## config.mk

```make
export PLATFORM = sky130hd
export DESIGN_NAME = relu_tensor_serializer
export DESIGN_NICKNAME = d
export VERILOG_FILES = /design/src/rtl/relu_tensor_serializer.sv
export SDC_FILE = /design/constraint.sdc
export NUM_CORES = 2
export LEC_CHECK = 0
export CORE_ASPECT_RATIO = 0.8
export CORE_MARGIN = 4
export CORE_UTILIZATION = 45
export DETAILED_ROUTE_END_ITERATION = 6
export GPL_ROUTABILITY_DRIVEN = 0
export PLACE_DENSITY_LB_ADDON = 0.3
export SYNTH_ARGS = -nofsm -noshare
export SYNTH_HDL_FRONTEND = slang
export SYNTH_SLANG_ARGS = --single-unit
```

## constraint.sdc

```tcl
create_clock -name clk -period 17.38 [get_ports clk]
set_input_delay 2.607 -clock clk [delete_from_list [all_inputs] [get_ports clk]]
set_output_delay 2.607 -clock clk [all_outputs]
set_load 0.05 [all_outputs]
```

## src/rtl/relu_tensor_serializer.sv

```systemverilog
// Captures an N-element tensor frame on load and streams it one element per cycle, first element 1 cycle after acceptance; out_ready low holds the presented element.
// `define RELU_SER_ZERO_SKIP_EN drops zero-valued elements from the stream without inserting bubbles.
module relu_tensor_serializer #(
  parameter int DATA_WIDTH = 32,
  parameter int BATCH_SIZE = 1,
  parameter int CHANNELS   = 1,
  parameter int HEIGHT     = 4,
  parameter int WIDTH      = 4,
  localparam int N         = BATCH_SIZE * CHANNELS * HEIGHT * WIDTH,
  localparam int IW        = (N > 1) ? $clog2(N) : 1
) (
  input  logic                    clk,
  input  logic                    reset,
  input  logic [N*DATA_WIDTH-1:0] in_tensor,
  input  logic                    load_valid,
  output logic                    load_ready,
  output logic [DATA_WIDTH-1:0]   out_data,
  output logic [IW-1:0]           out_index,
  output logic                    out_valid,
  input  logic                    out_ready,
  output logic                    out_last,
  output logic                    frame_done,
  output logic                    busy
);

  typedef enum logic {IDLE, STREAM} state_t;

  state_t                  state_q, state_d;
  logic [N*DATA_WIDTH-1:0] frame_q, frame_d;
  logic [DATA_WIDTH-1:0]   out_data_q, out_data_d;
  logic [IW-1:0]           out_index_q, out_index_d;
  logic                    out_valid_q, out_valid_d;
  logic                    out_last_q, out_last_d;
  logic                    frame_done_q, frame_done_d;

  logic                    load_fire;
  logic [N*DATA_WIDTH-1:0] src;
  logic [31:0]             start;
  logic                    found;
  logic                    more;
  logic [IW-1:0]           pick;
  logic [DATA_WIDTH-1:0]   sel_data;

  // The same search serves both the first element after a load (from in_tensor)
  // and every subsequent element (from the held frame, after the current index).
  always_comb begin
    load_fire = (state_q == IDLE) && load_valid;
    src       = load_fire ? in_tensor : frame_q;
    start     = load_fire ? 32'd0 : 32'(out_index_q) + 32'd1;
  end

`ifdef RELU_SER_ZERO_SKIP_EN
  logic [N-1:0] nz;

  always_comb begin
    nz = '0;
    for (int k = 0; k < N; k++) begin
      nz[k] = |src[k*DATA_WIDTH +: DATA_WIDTH];
    end
  end

  // First non-zero at or after start; 'more' says another non-zero follows it.
  always_comb begin
    found = 1'b0;
    more  = 1'b0;
    pick  = '0;
    for (int k = 0; k < N; k++) begin
      if (($unsigned(k) >= start) && nz[k]) begin
        if (!found) begin
          found = 1'b1;
          pick  = IW'(k);
        end else begin
          more = 1'b1;
        end
      end
    end
  end
`else
  always_comb begin
    found = 1'b1;
    pick  = IW'(start);
    more  = (start < 32'(N - 1));
  end
`endif

  always_comb begin
    sel_data = DATA_WIDTH'(src >> (32'(pick) * 32'(DATA_WIDTH)));
  end

  always_comb begin
    state_d      = state_q;
    frame_d      = frame_q;
    out_data_d   = out_data_q;
    out_index_d  = out_index_q;
    out_valid_d  = out_valid_q;
    out_last_d   = out_last_q;
    frame_done_d = 1'b0;
    case (state_q)
      IDLE: begin
        if (load_valid) begin
          frame_d     = in_tensor;
          state_d     = STREAM;
          out_valid_d = found;
          out_data_d  = sel_data;
          out_index_d = pick;
          out_last_d  = found && !more;
        end
      end
      STREAM: begin
        if (!out_valid_q) begin
          // Frame had nothing to emit: close it one cycle after acceptance.
          state_d      = IDLE;
          frame_done_d = 1'b1;
        end else if (out_ready) begin
          if (out_last_q) begin
            state_d      = IDLE;
            out_valid_d  = 1'b0;
            out_last_d   = 1'b0;
            frame_done_d = 1'b1;
          end else begin
            out_data_d  = sel_data;
            out_index_d = pick;
            out_last_d  = !more;
          end
        end
      end
      default: state_d = IDLE;
    endcase
  end

  always_ff @(posedge clk or posedge reset) begin
    if (reset) begin
      state_q      <= IDLE;
      frame_q      <= '0;
      out_data_q   <= '0;
      out_index_q  <= '0;
      out_valid_q  <= 1'b0;
      out_last_q   <= 1'b0;
      frame_done_q <= 1'b0;
    end else begin
      state_q      <= state_d;
      frame_q      <= frame_d;
      out_data_q   <= out_data_d;
      out_index_q  <= out_index_d;
      out_valid_q  <= out_valid_d;
      out_last_q   <= out_last_d;
      frame_done_q <= frame_done_d;
    end
  end

  assign load_ready = (state_q == IDLE);
  assign busy       = (state_q == STREAM);
  assign out_data   = out_data_q;
  assign out_index  = out_index_q;
  assign out_valid  = out_valid_q;
  assign out_last   = out_last_q;
  assign frame_done = frame_done_q;

endmodule
```

==> flow_results.org <==
** Outcome
- Run status :: finished, final reports clean

** STA
- Hold violation count in the final report :: 0
- The clock arrives with 10.0 ps of skew.
- Dividing the final minimum period by the clock period gives 32.6%.
- Setup slack on the critical path of the routed design comes to 11720 ps.
- Tightest hold margin :: 470 ps
- Setup total negative slack on the finished layout was measured at 0 ps.
- The worst pin sits at a relative slew slack of 25.9%.
- At the pin with the least slew margin, the transition time is 1110 ps.
- Crit path time final :: 5660 ps
- Setup violations remaining at the end of the flow were counted as 0.
- Setup repair after global routing left no endpoint under its margin.
- Static timing analysis puts the maximum clock frequency at 177 MHz.
- The max-slew violation total from the final report is 0.

** Setup path
- Crit path buf inv count :: 4
- Startpoint types :: primary input
- Reg2Reg Capture Point :: out_data[3]$_DFFE_PP0P_
- Worst R2R Path Depth :: 6
- Of all nets on the critical path, the largest fanout is 172.
- RR Startpoint :: out_index[0]$_DFFE_PP0P_
- In this run the worst setup path terminates at out_data[26]$_DFFE_PP0P_.
- The largest individual stage delay along the critical path comes from the cell sky130_fd_sc_hd__buf_4.
- Worst-case register-to-register setup slack :: 13200 ps
- Largest stage delay on the critical path :: 660 ps
- By instance count, the cell type seen most on the critical path is sky130_fd_sc_hd__buf_4.
- Worst Path Arrival :: 6190 ps
- On the critical path the largest part of the delay comes from buffers and inverters.
- STA classifies the critical path endpoint as a flip-flop.
- Type of the worst setup path :: primary input to flip-flop
- The signal on the critical path passes through clkdlybuf4s50_1 > and2b_4 > buf_4 > buf_4 > buf_12 > nand2_1 > o221a_2 > a211oi_1 > a221o_1.
- The critical path runs through a total of 9 cells.
- Crit path from :: load_valid
- Required time worst endpoint :: 17910 ps

** Placed design
- Final HPWL from detailed placement :: 56500 µm
- Buffers placed on the I/O ports in this run total 556.
- Prior to clock tree synthesis, the placed netlist has a worst setup slack of 11110 ps.

** Job
- Across the run, the number of max-cap violations was 0.

** Power and ir drop
- In this run the static leakage power is 16.2 nW.
- Cell Pwr Density :: 180 nW/µm²
- Max VDD drop :: 130 µV

** Floorplan
- During I/O placement, the number of pins put on the boundary was 557.
- Core area :: 56600 µm²
- Die X :: 275 µm
- Once the floorplan was initialized, standard cells occupied 45.4% of the core.
- The die covers 61000 µm².
- The die is 222 µm tall.
- Number of core rows :: 78

** Detailed routing
- Once detail routing completed, the nets flagged for antenna violations numbered 0.
- Average wire length per cell after detail routing :: 20.1 µm
- Number of vias per cell :: 5.30
- For this run, the detailed router's first-pass iteration total came to 6.
- Residual DRC count :: 0
- In this run, the number of DRC markers left after iteration 0 of detailed routing was 2264.
- Total Routed Length :: 84300 µm
- Vias post-DR :: 22236

** Layout
- Number of filler instances in the final layout :: 4933
- Once layout is complete, the utilization of the core stands at 59.1%.
- Final net count :: 3898
- The multi-input combinational cells in the finished layout cover a total of 10900 µm².
- Area of all sequential standard cells :: 13800 µm²
- Compared with the post-synthesis result, the final layout area differs by 30.1%.
- The library cell used most frequently in the layout, excluding fill and tap cells, is sky130_fd_sc_hd__nand2_1.
- In the layout the commonest cells are 1589 x sky130_fd_sc_hd__nand2_1, 556 x sky130_fd_sc_hd__clkdlybuf4s50_1, 551 x sky130_fd_sc_hd__dfrtp_1.
- Share of final-layout standard cells stronger than drive strength 1 :: 5.58%

** Logic synthesis
- Mean area per synthesized cell :: 8.73 µm²
- Summed over its instances, the top area cell type makes up 53.7% of the synthesized netlist area.
- Dominant cells by area after synthesis :: sky130_fd_sc_hd__dfrtp_1 54%, sky130_fd_sc_hd__nand2_1 23%, sky130_fd_sc_hd__mux2i_1 5.3%
- Synth Warn # :: 0
- Share of async-settable or async-resettable flops after synthesis :: 100%
- The cell area that synthesis handed to floorplanning was 25700 µm².
- The synthesized design contains 552 register bits.
- Cells after Synth :: 2943
- Count of different cell masters after synthesis :: 48
- Number of nets in the synthesized netlist :: 3460
- Number of flops mapped to enable cells by yosys :: 0
- The share of the Yosys chip area taken by registers is 53.7%.
- Most used flip-flop cell after synthesis :: sky130_fd_sc_hd__dfrtp_1
- The biggest area contributor in the post-synthesis netlist is sky130_fd_sc_hd__dfrtp_1.

** Clocking
- H-Tree Level Count :: 2
- TritonCTS built the clock tree.
- Clock insertion delay at the later pin of the skew report :: 600 ps
- Clock root buffer master :: sky130_fd_sc_hd__clkbuf_16
- Post-CTS Resized :: 0
- Largest buffer count on any clock path :: 3
- Hold_buf cts :: 0
- The number of setup buffers added after CTS is 0.
- CTS Buf Count :: 56
- After clock tree synthesis, the clock-pin slew on the worst setup and hold paths is 60 ps.
- Clock sink count :: 552

** Global route
- Global routing finished with a remaining overflow of 0.
- First-pass GRT wire length :: 128000 µm
- Via count of the first global-routing pass :: 21968
- Largest net degree at the start of global routing :: 193
- The initial antenna violation count was 18.
- Global routing consumed, over all layers together, 27.0% of the routing resources.

** Worst hold path
- In this run the worst hold path is classified as flip-flop to flip-flop.
-- per-layer routing --
metal / vias up / routed length, µm / GRT usage [%] / part of all wire (%)
li1: 10451 / - / - / -
met1: 10787 / 36200 / 37.8 / 43
met2: 825 / 38400 / 42.0 / 46
met3: 157 / 7130 / 6.63 / 8.5
met4: 16 / 2430 / 8.16 / 2.9
met5: - / 106 / 0 / 0.13
-- through the flow --
stage          instance area (µm²)  instances  total power, mW
6_report                     33400       4192             6.03
5_1_grt                      33400       4191             6.43
4_1_cts                      33400       4186             6.05
3_5_place_dp                 31500       4083             4.79
3_3_place_gp                 31500       4083             4.73
2_1_floorplan                25700       2943             3.98
-- worst min-delay path by stage --
stage,from,end,slack (ps),depth (start not counted)
floorplan,frame_q[10]$_DFFE_PP0P_,frame_q[10]$_DFFE_PP0P_,440,2
finish,frame_q[459]$_DFFE_PP0P_,frame_q[459]$_DFFE_PP0P_,470,2
CTS,frame_q[7]$_DFFE_PP0P_,frame_q[7]$_DFFE_PP0P_,470,2
detailed placement,frame_q[7]$_DFFE_PP0P_,frame_q[7]$_DFFE_PP0P_,450,2
global placement,frame_q[7]$_DFFE_PP0P_,frame_q[7]$_DFFE_PP0P_,450,2
global route,frame_q[384]$_DFFE_PP0P_,frame_q[384]$_DFFE_PP0P_,490,2
-- area by class of cell --
class / instances / area share, %
Tap cell: 760 / 2.84
Antenna cell: 6 / 0.0449
Timing Repair Buffer: 583 / 17.5
Inverter: 4 / 0.0561
Sequential cell: 552 / 41.3
Clock inverter: 21 / 0.625
Multi-Input combinational cell: 2184 / 32.6
Clock buffer: 82 / 5.03
-- worst reg2reg max path: cells and delay by family, from the launching register on --
kind            cells  cell delay [ps]
compound gates      3              880
fa+ha+maj           1              630
flops               1              970
buf+inv             1              610
simple gates        1              970
-- cells by family (layout without fill, tap and decap cells) --
group / after synthesis / after routing / synth area share [%]
xor+xnor: 5 / 5 / 0.243
mux: 171 / 171 / 8.32
flops: 552 / 552 / 53.7
other cells: 0 / 6 / 0
fa+ha+maj: 1 / 1 / 0.0487
buf+inv: 207 / 690 / 4.18
compound gates: 259 / 259 / 7.20
simple gates: 1748 / 1748 / 26.3
-- state kept, by name, indices dropped and copies added (netlist names) --
register	cells
busy	1
frame_done	1
frame_q	512
out_data	32
out_index	4
out_last	1
out_valid	1
-- cells in the mapped netlist, types with 8 or more instances --
cell and count:
sky130_fd_sc_hd__a221o_1 11, sky130_fd_sc_hd__o22ai_1 69, sky130_fd_sc_hd__dfrtp_1 552, sky130_fd_sc_hd__nor2_1 71, sky130_fd_sc_hd__nand2_1 1589, sky130_fd_sc_hd__nor3_1 31
sky130_fd_sc_hd__buf_1 12, sky130_fd_sc_hd__a21oi_1 15, sky130_fd_sc_hd__clkbuf_1 33, sky130_fd_sc_hd__o22a_1 11, sky130_fd_sc_hd__mux2i_1 135, sky130_fd_sc_hd__nand3_1 20
sky130_fd_sc_hd__buf_2 133, sky130_fd_sc_hd__o221a_2 11, sky130_fd_sc_hd__o211ai_1 34, sky130_fd_sc_hd__a211oi_1 27, sky130_fd_sc_hd__o221ai_1 20, sky130_fd_sc_hd__buf_4 16
sky130_fd_sc_hd__and2_1 20, sky130_fd_sc_hd__mux4_2 34, sky130_fd_sc_hd__o21ai_0 46, sky130_fd_sc_hd__buf_6 8
-- where the power goes --
group / switching [mW] / internal (mW)
Clock: 0.513 / 0.727
Sequential: 0.357 / 1.90
Combinational: 1.54 / 0.996
(Power assumes the default switching activity.)
